$ cat src/rtl/hyperbus_delay_pkg.sv
// Shared types and helpers for the HyperBus RWDS delay-line calibration controller.
package hyperbus_delay_pkg;

   localparam int DEFAULT_NUM_TAPS = 8;

   typedef enum logic [2:0] {
      S_IDLE,
      S_SET_TAP,
      S_SETTLE,
      S_REQ,
      S_WAIT,
      S_EVAL,
      S_DONE
   } calib_state_t;

   function automatic int tap_w(input int num_taps);
      return (num_taps > 1) ? $clog2(num_taps) : 1;
   endfunction

endpackage

$ cat src/rtl/hyperbus_delay_window.sv
// Tracks the current run of passing taps and the longest run seen so far;
// only a strictly longer run replaces the best, so the earliest run wins ties.
module hyperbus_delay_window #(
   parameter int TAP_W = 3
) (
   input  logic             clk_i,
   input  logic             rst_ni,
   input  logic             clear_i,
   input  logic             score_i,
   input  logic             pass_i,
   input  logic [TAP_W-1:0] tap_i,
   output logic [TAP_W-1:0] best_start_o,
   output logic [TAP_W:0]   best_len_o
);

   logic [TAP_W-1:0] cur_start;
   logic [TAP_W:0]   cur_len;
   logic [TAP_W-1:0] run_start;
   logic [TAP_W:0]   run_len;

   // Run as it would look if the tap being scored passes.
   always_comb begin
      run_len   = cur_len + (TAP_W+1)'(1);
      run_start = (cur_len == '0) ? tap_i : cur_start;
   end

   // Comparing against the extended run on every pass means a run that ends
   // on the last tap is already accounted for when the sweep finishes.
   always_ff @(posedge clk_i) begin
      // NOTE: non-blocking assignments so every register updates from the
      // values present before the edge, independent of statement order.
      if (!rst_ni || clear_i) begin
         cur_start    <= '0;
         cur_len      <= '0;
         best_start_o <= '0;
         best_len_o   <= '0;
      end else if (score_i) begin
         if (pass_i) begin
            cur_start <= run_start;
            cur_len   <= run_len;
            if (run_len > best_len_o) begin
               best_start_o <= run_start;
               best_len_o   <= run_len;
            end
         end else begin
            cur_len <= '0;
         end
      end
   end

endmodule

$ cat src/rtl/hyperbus_delay_calib.sv
// RWDS delay-line tap controller: forwards a manual tap or sweeps all taps with
// training reads and programs the centre of the longest passing window.
module hyperbus_delay_calib
   import hyperbus_delay_pkg::*;
#(
   parameter int  NUM_TAPS       = DEFAULT_NUM_TAPS,
   parameter int  SETTLE_CYCLES  = 4,
   parameter int  TIMEOUT_CYCLES = 256,
   localparam int TAP_W          = tap_w(NUM_TAPS)
) (
   input  logic             clk_i,
   input  logic             rst_ni,
   input  logic             cfg_manual_i,
   input  logic [31:0]      cfg_delay_i,
   input  logic             calib_start_i,
   input  logic             bus_idle_i,
   output logic             trn_req_o,
   input  logic             trn_gnt_i,
   input  logic             trn_done_i,
   input  logic             trn_pass_i,
   output logic [31:0]      delay_o,
   output logic             calib_busy_o,
   output logic             calib_done_o,
   output logic             calib_err_o,
   output logic [TAP_W-1:0] calib_tap_o,
   output logic [TAP_W:0]   calib_win_o
);

   localparam int CNT_MAX = (TIMEOUT_CYCLES > SETTLE_CYCLES) ? TIMEOUT_CYCLES : SETTLE_CYCLES;
   localparam int CNT_W   = $clog2(CNT_MAX + 1);
   localparam logic [CNT_W-1:0] SETTLE_LAST  = CNT_W'(SETTLE_CYCLES - 1);
   localparam logic [CNT_W-1:0] TIMEOUT_LAST = CNT_W'(TIMEOUT_CYCLES - 1);
   localparam logic [TAP_W-1:0] LAST_TAP     = TAP_W'(NUM_TAPS - 1);

   calib_state_t     state;
   logic [TAP_W-1:0] sweep_tap;
   logic [CNT_W-1:0] cnt;
   logic [31:0]      delay_src;
   logic             abort;
   logic             score_valid;
   logic             start_ok;
   logic [TAP_W-1:0] best_start;
   logic [TAP_W:0]   best_len;
   logic [TAP_W-1:0] half_len;
   logic [TAP_W-1:0] centre_tap;

   // calib_tap_o doubles as the calibrated tap register; an all-fail sweep
   // leaves it untouched so the previous calibration stays in force.
   always_comb begin
      // NOTE: default assignment first so no path through this block leaves
      // delay_src unassigned, which would otherwise infer a latch.
      delay_src = 32'(calib_tap_o);
      if (cfg_manual_i) begin
         delay_src = cfg_delay_i;
      end else if (state != S_IDLE) begin
         delay_src = 32'(sweep_tap);
      end
   end

   assign abort       = cfg_manual_i && (state != S_IDLE);
   assign start_ok    = calib_start_i && !cfg_manual_i;
   assign score_valid = (state == S_WAIT) && !abort && (trn_done_i || (cnt == TIMEOUT_LAST));
   assign half_len    = TAP_W'((best_len - (TAP_W+1)'(1)) >> 1);
   assign centre_tap  = best_start + half_len;

   hyperbus_delay_window #(
      .TAP_W (TAP_W)
   ) u_window (
      .clk_i        (clk_i),
      .rst_ni       (rst_ni),
      .clear_i      ((state == S_IDLE) && start_ok),
      .score_i      (score_valid),
      .pass_i       (trn_done_i && trn_pass_i),
      .tap_i        (sweep_tap),
      .best_start_o (best_start),
      .best_len_o   (best_len)
   );

   always_ff @(posedge clk_i) begin
      if (!rst_ni) begin
         state        <= S_IDLE;
         sweep_tap    <= '0;
         cnt          <= '0;
         trn_req_o    <= 1'b0;
         delay_o      <= '0;
         calib_busy_o <= 1'b0;
         calib_done_o <= 1'b0;
         calib_err_o  <= 1'b0;
         calib_tap_o  <= '0;
         calib_win_o  <= '0;
      end else begin
         calib_done_o <= 1'b0;
         // The delay mux only switches while no RWDS edge can be in flight.
         if (bus_idle_i) begin
            delay_o <= delay_src;
         end

         if (abort) begin
            state        <= S_IDLE;
            calib_busy_o <= 1'b0;
            trn_req_o    <= 1'b0;
         end else begin
            unique case (state)
               S_IDLE: begin
                  if (start_ok) begin
                     state        <= S_SET_TAP;
                     calib_busy_o <= 1'b1;
                     calib_err_o  <= 1'b0;
                     sweep_tap    <= '0;
                  end
               end
               S_SET_TAP: begin
                  if (bus_idle_i) begin
                     state <= S_SETTLE;
                     cnt   <= '0;
                  end
               end
               S_SETTLE: begin
                  if (cnt == SETTLE_LAST) begin
                     state     <= S_REQ;
                     trn_req_o <= 1'b1;
                  end else begin
                     cnt <= cnt + CNT_W'(1);
                  end
               end
               S_REQ: begin
                  if (trn_gnt_i) begin
                     state     <= S_WAIT;
                     trn_req_o <= 1'b0;
                     cnt       <= '0;
                  end
               end
               S_WAIT: begin
                  if (score_valid) begin
                     if (sweep_tap == LAST_TAP) begin
                        state <= S_EVAL;
                     end else begin
                        state     <= S_SET_TAP;
                        sweep_tap <= sweep_tap + TAP_W'(1);
                     end
                  end else begin
                     cnt <= cnt + CNT_W'(1);
                  end
               end
               S_EVAL: begin
                  if (best_len == '0) begin
                     calib_err_o <= 1'b1;
                  end else begin
                     calib_tap_o <= centre_tap;
                     calib_win_o <= best_len;
                  end
                  state        <= S_DONE;
                  calib_done_o <= 1'b1;
               end
               S_DONE: begin
                  state        <= S_IDLE;
                  calib_busy_o <= 1'b0;
               end
               default: state <= S_IDLE;
            endcase
         end
      end
   end

endmodule

$ cat config.mk
export PLATFORM = sky130hd
export DESIGN_NAME = hyperbus_delay_calib
export DESIGN_NICKNAME = d
export VERILOG_FILES = /design/src/rtl/hyperbus_delay_pkg.sv /design/src/rtl/hyperbus_delay_window.sv /design/src/rtl/hyperbus_delay_calib.sv
export SDC_FILE = /design/constraint.sdc
export NUM_CORES = 1
export LEC_CHECK = 0
export BUFFER_PORTS_ARGS = -buffer_cell sky130_fd_sc_hd__buf_2
export CORE_ASPECT_RATIO = 0.8
export CORE_UTILIZATION = 34
export DETAILED_ROUTE_END_ITERATION = 10
export PLACE_DENSITY = 0.55
export SYNTH_ARGS = -nofsm -noshare
export SYNTH_HDL_FRONTEND = slang
export SYNTH_SLANG_ARGS = --single-unit
$ cat constraint.sdc
create_clock -name clk_i -period 7.3 [get_ports clk_i]
set_input_delay 1.095 -clock clk_i [delete_from_list [all_inputs] [get_ports clk_i]]
set_output_delay 1.095 -clock clk_i [all_outputs]
set_load 0.01 [all_outputs]
==> results of run 1 <==
final cells by class:
class                   count  area share (%)
repair buffers             83            9.66
inverters                  12            1.04
flip-flops and latches     72            33.3
multi-input cells         302            45.4
clock buffers              10            5.29
clock inverters             5            1.36
well taps                 136            3.93
worst max path at each step:
stage                     slack [ns]  depth (start not counted)                       end
after floorplan                 4.88                         11       cnt[1]$_SDFFE_PN0P_
after global placement          4.40                          4  delay_o[26]$_SDFFE_PN0P_
after detailed placement        4.29                          4  delay_o[21]$_SDFFE_PN0P_
after CTS                       4.52                         10       cnt[6]$_SDFFE_PN0P_
after global routing            4.29                         10       cnt[4]$_SDFFE_PN0P_
final                           4.51                         10       cnt[6]$_SDFFE_PN0P_
layer usage:
metal,global-route usage [%],part of all wire (%),vias to the layer above
met3,4.80,6.6,10
li1,-,-,1539
met5,0,0,-
met4,5.02,1.3,0
met1,22.0,53,1326
met2,20.9,39,92
power breakdown:
group          switching [W]  total (W)  internal [W]
Clock               0.000164   0.000426      0.000262
Combinational      0.0000590   0.000101     0.0000417
Sequential         0.0000108   0.000414      0.000403
Total               0.000234   0.000941      0.000707
flip-flops by register name, summed over array words and instances (netlist names), 4 cells and up:
name	count
calib_win_o	4
cnt	9
delay_o	32
u_window.best_len_o	4
u_window.cur_len	4
cell usage after synthesis (2+ instances only):
cell,count
a21oi_1,41
a31oi_1,4
and2_0,2
and2_1,4
and3_1,7
buf_2,4
buf_4,2
clkbuf_1,14
dfxtp_1,72
ha_1,12
inv_1,12
mux2_2,3
mux2i_1,21
nand2_1,32
nand2b_1,6
nand3_1,13
nand3b_1,5
nor2_1,16
nor2b_1,74
o211a_1,3
o211ai_1,3
o21a_1,5
o21ai_0,14
o21bai_1,2
o22ai_1,4
or2_2,2
or3b_1,2
xnor2_1,4
xor2_1,2
stage by stage:
stage / setup slack (ns) / std cells / hold slack [ns]
2_1_floorplan: 4.88 / 408 / 0.442
3_3_place_gp: 4.40 / 605 / 0.458
3_5_place_dp: 4.29 / 605 / 0.465
4_1_cts: 4.52 / 620 / 0.471
5_1_grt: 4.29 / 620 / 0.492
6_report: 4.51 / 620 / 0.470
worst max-delay path, cell delays in order (launching register included):
cell and delay, ns:
dfxtp_1 0.34, ha_1 0.23, and3_1 0.22, and3_1 0.22
and3_1 0.19, ha_1 0.21, or2_2 0.29, a21oi_1 0.17
o221ai_2 0.25, nand2b_1 0.35, o21ai_0 0.24
cells by family after synthesis:
| family | count (synthesis) | share of synthesized area [%] |
|---|---|---|
| buf+inv | 34 | 4.15 |
| fa+ha+maj | 13 | 4.79 |
| flops | 72 | 40.5 |
| xor+xnor | 6 | 1.48 |
| mux | 24 | 6.86 |
| compound gates | 86 | 14.6 |
| simple gates | 173 | 27.6 |
==> metrics.txt, run 1 <==
outcome finished, final reports clean; Post-Syn Area 3550 sq um; clock slew at reported path FFs approximately 0.050 ns; relative slew slack around 28%; CP arrival roughly 3.0 ns; most common cell after layout, fill and taps aside buf_2; die height ~93 microns; Rows 32; Top FF cell, synth dfxtp_1; final worst path period share a little under two fifths; Layout Area Growth over Synthesis 21.8%; reg2reg setup slack between 4 and 5 ns; Hold Startpoint cnt[8]$_SDFFE_PN0P_; CP Capture Type register; hold violation total from the final report 0; Slew Limit Fails 0; Reg area 1440 sq um; GRT overflow 0; Seq/Total Area, Yosys between 40 and 50%; RSZ-0062 raised after global routing no; leakage between 1.5 and 2 nW; Crit path required time 7.55 ns; Initial Util about 36%; DR vias 2967; ANT nets after route 0; Power Dens Cells about 220 nW/um^2; final core area utilization between 40% and 50%; vias in the first global route ~2600; post-layout minimum cycle time around 2.8 ns; antenna violations before repair 0; DRC viols 0; syn nets 461; post-synth top area share between 40% and 50%; synthesized flop and latch total between 70 and 80; routed len/inst 13.1 microns; worst slew pin tran 1.09 ns; area leader, netlist dfxtp_1; Post-synth EDFFs 0; commonest non-fill, non-tap cells in the layout buf_2, nor2b_1, dfxtp_1; core box area around 10000 sq um; post-CTS setup buffer count 0; global-route wire length before repair approximately 13000 microns; die area 10900 sq um; Post-DP Area 4040 sq um; min-delay worst type register to register; post-route cell area between 4000 and 5000 sq um; Iteration-0 DRC Markers 123; fmax 0.358 GHz; largest net degree at the start of global routing 64; reg2reg path depth 10; final net count between 500 and 600; RD Place Congestion approximately 0.75; synth unique cells 52; io pins 83; Worst R2R End cnt[6]$_SDFFE_PN0P_; Setup CP Type register to register; max_cap viols 0; final setup skew 0.00312 ns; Reg-to-Reg Start cnt[0]$_SDFFE_PN0P_; vias per cell between 4 and 5; Fillers about 1000; Peak supply drop 106 uV; hold path depth 2; highest net fanout along the worst path 12; first-pass iteration count of the detailed router 4; PortBufs 82; diode count 0; CTS tree yes; CTS resizes 0; clock latency reported for the late side of the worst-skew pair about 0.33 ns; H-tree levels 3; Multi-input gate area between 1500 and 2000 sq um; Warnings, synthesis 0; Synth area leaders dfxtp_1, nor2b_1, mux2i_1; gr usage total between 10% and 20%; chip width approximately 120 microns; syn avg cell area between 8 and 9 sq um; WHS Endpoint cnt[8]$_SDFFE_PN0P_; clk root buf clkbuf_16; Final Power 0.000941 W; CTS Hold Buffers Added 0; CTS sink count 72; Syn Inst Count 408; Num CTS Buffers 9; CP Launch Point cnt[0]$_SDFFE_PN0P_; Post-DP HPWL about 5700 microns; setup TNS after final layout 0 ns; asr flop ratio synth 0%; CP startpoint kind register; final setup vio count 0; fraction of layout cells with a size suffix above 1 between 20% and 30%; total wire length between 8000 and 9000 microns; clock buffer depth 2
(Power assumes the default switching activity.)
==> run 2: changes to the inputs <==
Settings changed: ABC_AREA set to 1, PLACE_DENSITY 0.55 to 0.54.
Clock period 7.3 ns to 2.8 ns, I/O delays scaled along.
==> metrics.txt, run 2 <==
post-layout minimum cycle time 2.18 ns (-0.615 ns); syn avg cell area 7.54 sq um (-14%); io pins 83 (unchanged); Worst path max stage delay 0.37 ns (+0.02 ns); Power Dens Cells 723 nW/um^2 (+230%); Top FF cell, synth dfxtp_1; leakage 1.99 nW (+9.4%); RSZ-0062 raised after global routing no; CTS Hold Buffers Added 0 (unchanged); Layout Area Growth over Synthesis 21.6%; first-pass iteration count of the detailed router 4 (unchanged); Seq/Total Area, Yosys 39.0% (-1.6 points); Num CTS Buffers 9 (unchanged); PortBufs 82 (unchanged); total wire length 9060 microns (+12%); final setup vio count 0 (unchanged); Crit path required time 3.07 ns (-4.48 ns); Post-synth EDFFs 0 (unchanged); CP top delay family simple AND/OR/NAND/NOR gates; Reg area 1440 sq um (unchanged); most common cell after layout, fill and taps aside nand2_1; syn nets 544 (+18%); core box area 10400 sq um (+5.2%); area leader, netlist dfxtp_1; power share of the clock group 34.8% (-10 points); Post-Syn Area 3700 sq um (+4.1%); clock slew at reported path FFs 0.06 ns (about the same); CP startpoint kind register; CTS sink count 72 (unchanged); final hold slack 0.347 ns (-0.123 ns); ANT nets after route 0 (unchanged); final setup skew 0.00743 ns (+0.00432 ns); largest net degree at the start of global routing 39 (-39%); reg2reg path depth 14 (+4); Peak supply drop 343 uV (+220%); fraction of layout cells with a size suffix above 1 27.4% (+5.3 points); antenna violations before repair 0 (unchanged); Setup CP Type register to register; global-route wire length before repair 14900 microns (+17%); Critical path buffers and inverters 1 (+1); Commonest cells post-synth nand2_1, dfxtp_1, nor2_1; clock latency reported for the late side of the worst-skew pair 0.34 ns (about the same); RD Place Congestion 0.859 (+14%); vias per cell 4.72 (-1.4%); clk root buf clkbuf_16; max FFs per register 32 (unchanged); Top reg by flops delay_o; max_cap viols 0 (unchanged); Fillers 1104 (+12%); synthesized flop and latch total 72 (unchanged); setup TNS after final layout 0 ns (unchanged); Synth area leaders dfxtp_1, nand2_1, a21oi_1; Initial Util 35.6% (-0.39 points); sequential share of power 36.6% (-7.4 points); Worst R2R End cnt[2]$_SDFFE_PN0P_; gr usage total 16.8% (+1.6 points); final worst path period share 77.8% (+40 points); worst slew pin tran 0.523 ns (-0.564 ns); highest net fanout along the worst path 9 (-3); DRC viols 0 (unchanged); synth unique cells 38 (-27%); Warnings, synthesis 0 (unchanged); post-CTS setup buffer count 0 (unchanged); diode count 0 (unchanged); hold path depth 3 (+1); Post-DP HPWL 6600 microns (+15%); hold violation total from the final report 0 (unchanged); final core area utilization 43.2% (-0.53 points); Reg-to-Reg Start cnt[0]$_SDFFE_PN0P_; most frequent cell after synthesis nand2_1; outcome finished, final reports clean; Iteration-0 DRC Markers 199 (+62%); GRT overflow 0 (unchanged); final net count 620 (+16%); Cell Int Power 0.00210 W (+200%); asr flop ratio synth 0% (unchanged); die height 95.3 microns (+2.0%); relative slew slack 65.1% (+38 points); CP arrival 2.45 ns (-0.59 ns); routed len/inst 12.7 microns (-2.8%); switching power 0.00115 W (+390%); die area 11300 sq um (+4.0%); WHS Endpoint delay_o[30]$_SDFFE_PN0P_; H-tree levels 3 (unchanged); vias in the first global route 2984 (+13%); crit-path cells ha_1 > nand3_1 > nor2_1 > nand2_1 > nor2_1 > ha_1 > nor2_1 > nor2_2 > nand2_4 > nand2_1 > inv_2 > nand3_2 > nand2_1 > a21oi_2; Syn Inst Count 491 (+20%); Rows 33 (+3.1%); Slew Limit Fails 0 (unchanged); CTS resizes 0 (unchanged); CP Capture Type register; Gate power share 28.6% (+18 points); Multi-input gate area 1980 sq um (+0.70%); Switching Share 35.3% (+11 points); DR vias 3359 (+13%); min-delay worst type input pin to register; Hold Startpoint cfg_delay_i[30]; CTS tree yes; Worst path slowest cell dfxtp_1; chip width 119 microns (+2.0%); clock buffer depth 2 (unchanged); largest registers delay_o (32), cnt (9); post-synth top area share 39.0% (-1.6 points); fmax 0.459 GHz (+28%); reg2reg setup slack 0.62 ns (-3.88 ns); commonest non-fill, non-tap cells in the layout nand2_1, buf_2, dfxtp_1
-- run 2: cell types whose count changed after synthesis, moves of 9 or more --
cell,delta
inv_1,+20
nor2b_1,-74
mux2i_1,-21
a21oi_1,+11
nand3_1,+34
a21oi_2,+10
o21ai_1,+9
nor2_1,+42
nand2_1,+70
nand2_2,+9
-- run 2: logic make-up after synthesis --
kind of cell             count (synthesis)  synth area share, %
AO/OA/AOI/OAI                           90                 14.2
adder cells (fa/ha/maj)                 13                 4.60
flip-flops                              72                 39.0
XOR/XNOR                                 8                 1.89
AND/OR/NAND/NOR                        246                 32.8
buffers and inverters                   62                 7.54
-- run 2: final cells by class --
type	count	area share (%)
multi-input combinational	357	44.0
sequential	72	32.0
timing repair buffer	86	9.79
clock buffer	9	5.01
tap	140	3.89
inverter	41	3.70
clock inverter	7	1.56
-- run 2: power groups by stage --
stage,sequential [W],combinational [W],clock [W]
after detailed placement,0.00121,0.000923,0
after global placement,0.00121,0.000918,0
after global routing,0.00120,0.00105,0.00121
after CTS,0.00119,0.000931,0.00117
final,0.00119,0.000929,0.00113
after floorplan,0.00116,0.000780,0
-- run 2: worst min-delay path, delay by kind of cell --
family	cells	cell delay [ns]
buffers and inverters	1	0.09
and+or+nand+nor	1	0.07
AOI/OAI and AO/OA	1	0.05
-- run 2: layer usage --
| layer | vias to the layer above | wire, microns | track usage, % |
|---|---|---|---|
| li1 | 1759 | - | - |
| met1 | 1506 | 4810 | 24.4 |
| met2 | 92 | 3640 | 23.4 |
| met3 | 2 | 567 | 4.49 |
| met4 | 0 | 44 | 6.54 |
| met5 | - | 0 | 0 |
-- run 2: how the worst max path moves through the flow --
stage	from	to	depth (start not counted)
detailed placement	cnt[0]$_SDFFE_PN0P_	cnt[2]$_SDFFE_PN0P_	14
global placement	cnt[0]$_SDFFE_PN0P_	cnt[0]$_SDFFE_PN0P_	14
finish	cnt[0]$_SDFFE_PN0P_	cnt[2]$_SDFFE_PN0P_	14
global route	cnt[0]$_SDFFE_PN0P_	cnt[2]$_SDFFE_PN0P_	14
floorplan	cnt[0]$_SDFFE_PN0P_	u_window.best_len_o[0]$_SDFFE_PP0P_	13
CTS	cnt[0]$_SDFFE_PN0P_	cnt[8]$_SDFFE_PN0P_	14
-- run 2: metrics by stage --
step           area (sq um)  setup WS [ns]  total power (W)  std cells
2_1_floorplan          3700          0.890          0.00194        491
3_3_place_gp           4200          0.723          0.00213        696
3_5_place_dp           4200          0.624          0.00213        696
4_1_cts                4500          0.604          0.00329        712
5_1_grt                4500          0.337          0.00346        712
6_report               4500          0.621          0.00325        712
==> run 3: changes to the inputs <==
Settings changed: ABC_AREA 1 to 0, PLACE_DENSITY 0.54 to 0.57.
Clock period 2.8 ns to 2 ns, I/O delays scaled along.
==> metrics.txt, run 3 (same netlist as run 1, synthesis figures left out) <==
outcome complete, but fails checks; failing checks setup timing; Peak supply drop 608 uV (+77%); largest registers delay_o (32), cnt (9); Reg area 1450 sq um (+0.52%); reg2reg setup slack -0.18 ns (-0.80 ns); clock latency reported for the late side of the worst-skew pair 0.33 ns (about the same); grt peak-use layer met2; diode count 0 (unchanged); clk root buf clkbuf_16; largest net degree at the start of global routing 51 (+31%); setup TNS after final layout -2.81 ns (-2.81 ns); hold violation total from the final report 0 (unchanged); final hold slack 0.215 ns (-0.131 ns); Multi-input gate area 2190 sq um (+10%); Rows 32 (-3.0%); commonest non-fill, non-tap cells in the layout buf_2, nor2b_1, dfxtp_1; post-layout minimum cycle time 2.18 ns (+0.00498 ns); fraction of layout cells with a size suffix above 1 37.6% (+10 points); max FFs per register 32 (unchanged); RSZ-0062 raised after global routing yes; H-tree levels 3 (unchanged); gr usage total 18.3% (+1.5 points); highest net fanout along the worst path 3 (-6); most common cell after layout, fill and taps aside buf_2; final net count 580 (-6.5%); relative slew slack 64.5% (-0.56 points); min-delay worst type input pin to register; leakage 2.09 nW (+5.5%); Worst R2R End cnt[8]$_SDFFE_PN0P_; chip width 116 microns (-2.0%); final setup skew 0.00593 ns (-0.00150 ns); total wire length 9230 microns (+2.0%); die height 93.5 microns (-1.9%); Setup CP Type register to register; dpl cells 644 (-7.5%); Final Power 0.00361 W (+11%); Layout Area Growth over Synthesis 39.6%; global-route wire length before repair 15400 microns (+3.0%); Power Dens Cells 728 nW/um^2 (+0.70%); core box area 9890 sq um (-5.0%); met2 Track Usage GR 27.9% (+4.5 points); CTS sink count 72 (unchanged); hold path depth 3 (unchanged); Global Route met3 Usage 6.42% (+1.9 points); DRC viols 0 (unchanged); clock slew at reported path FFs 0.06 ns (about the same); Hold Startpoint cfg_delay_i[12]; Initial Util 35.9% (+0.39 points); DR vias 3248 (-3.3%); Final Non-Filler Cells 668 (-6.2%); Iteration-0 DRC Markers 133 (-33%); antenna violations before repair 0 (unchanged); met1 GRT Util 24.1% (-0.25 points); WHS Endpoint delay_o[12]$_SDFFE_PN0P_; fmax 0.458 GHz (-0.23%); die area 10900 sq um (-3.8%); max_cap viols 0 (unchanged); worst slew pin tran 0.526 ns (+0.00361 ns); vias per cell 4.86 (+3.1%); Fillers 936 (-15%); Top reg by flops delay_o; PortBufs 82 (unchanged); routed len/inst 13.8 microns (+8.7%); CTS tree yes; Crit path required time 2.26 ns (-0.81 ns); final worst path period share 109% (+31 points); final setup vio count 23 (+23); CP Capture Type register; ANT nets after route 0 (unchanged); Reg-to-Reg Start cnt[0]$_SDFFE_PN0P_; GRT overflow 0 (unchanged); Post-DP HPWL 6460 microns (-2.2%); Slew Limit Fails 0 (unchanged); reg2reg path depth 10 (-4); io pins 83 (unchanged); vias in the first global route 3151 (+5.6%); RD Place Congestion 0.780 (-9.2%); final core area utilization 50.2% (+7.0 points); first-pass iteration count of the detailed router 4 (unchanged); clock buffer depth 2 (unchanged); Num CTS Buffers 9 (unchanged); CP startpoint kind register; CP arrival 2.45 ns (about the same); setup ws final -0.184 ns (-0.805 ns)
==> run 3: power by group <==
group | total, W | internal [W] | switching (W)
clock | 0.00161 | 0.000972 | 0.000634
combinational | 0.000504 | 0.000237 | 0.000267
sequential | 0.00150 | 0.00147 | 0.0000324
==> run 3: area by class of cell <==
cell class,instances,share of cell area [%]
tap,136,3.43
timing repair buffer,130,16.4
sequential,72,29.2
multi-input combinational,302,44.0
clock inverter,6,1.36
inverter,12,0.958
clock buffer,10,4.61
==> run 3: per-stage QoR <==
stage	instance area, sq um	setup slack [ns]
after floorplan	3640	-0.204
after global placement	4440	-0.230
after detailed placement	4440	-0.254
after CTS	4880	-0.209
after global routing	4960	-0.275
final	4960	-0.184
==> run 3: how the worst max path moves through the flow <==
stage / startpoint / endpoint / slack, ns / depth (start not counted)
after floorplan: cnt[0]$_SDFFE_PN0P_ / cnt[1]$_SDFFE_PN0P_ / -0.20 / 11
final: cnt[0]$_SDFFE_PN0P_ / cnt[8]$_SDFFE_PN0P_ / -0.18 / 10
after global routing: cnt[0]$_SDFFE_PN0P_ / cnt[7]$_SDFFE_PN0P_ / -0.28 / 11
after detailed placement: cnt[1]$_SDFFE_PN0P_ / cnt[1]$_SDFFE_PN0P_ / -0.25 / 11
after CTS: cnt[0]$_SDFFE_PN0P_ / cnt[8]$_SDFFE_PN0P_ / -0.21 / 10
after global placement: cnt[1]$_SDFFE_PN0P_ / cnt[1]$_SDFFE_PN0P_ / -0.23 / 11
==> run 3: critical path: stages, from the launching register on <==
cell	delay (ns)
dfxtp_2	0.33
ha_4	0.16
and3_4	0.14
and3_4	0.14
and3_4	0.18
ha_4	0.15
or2_4	0.25
a21oi_2	0.13
o221ai_2	0.14
or3b_1	0.36
a21boi_1	0.14
==> run 3: metal layers <==
layer / up-vias / share of wire (%)
li1: 1628 / -
met1: 1489 / 48
met2: 115 / 43
met3: 16 / 7.4
met4: 0 / 1.3
met5: - / 0
==> run 3: what timing repair did <==
item	4_1_cts	5_1_grt
gates cloned	1	0
endpoints found under the hold margin	0	0
setup endpoints to repair	25	28
pin swaps	27	14
gates resized for setup	24	19
buffers inserted	5	3
hold buffers	0	0
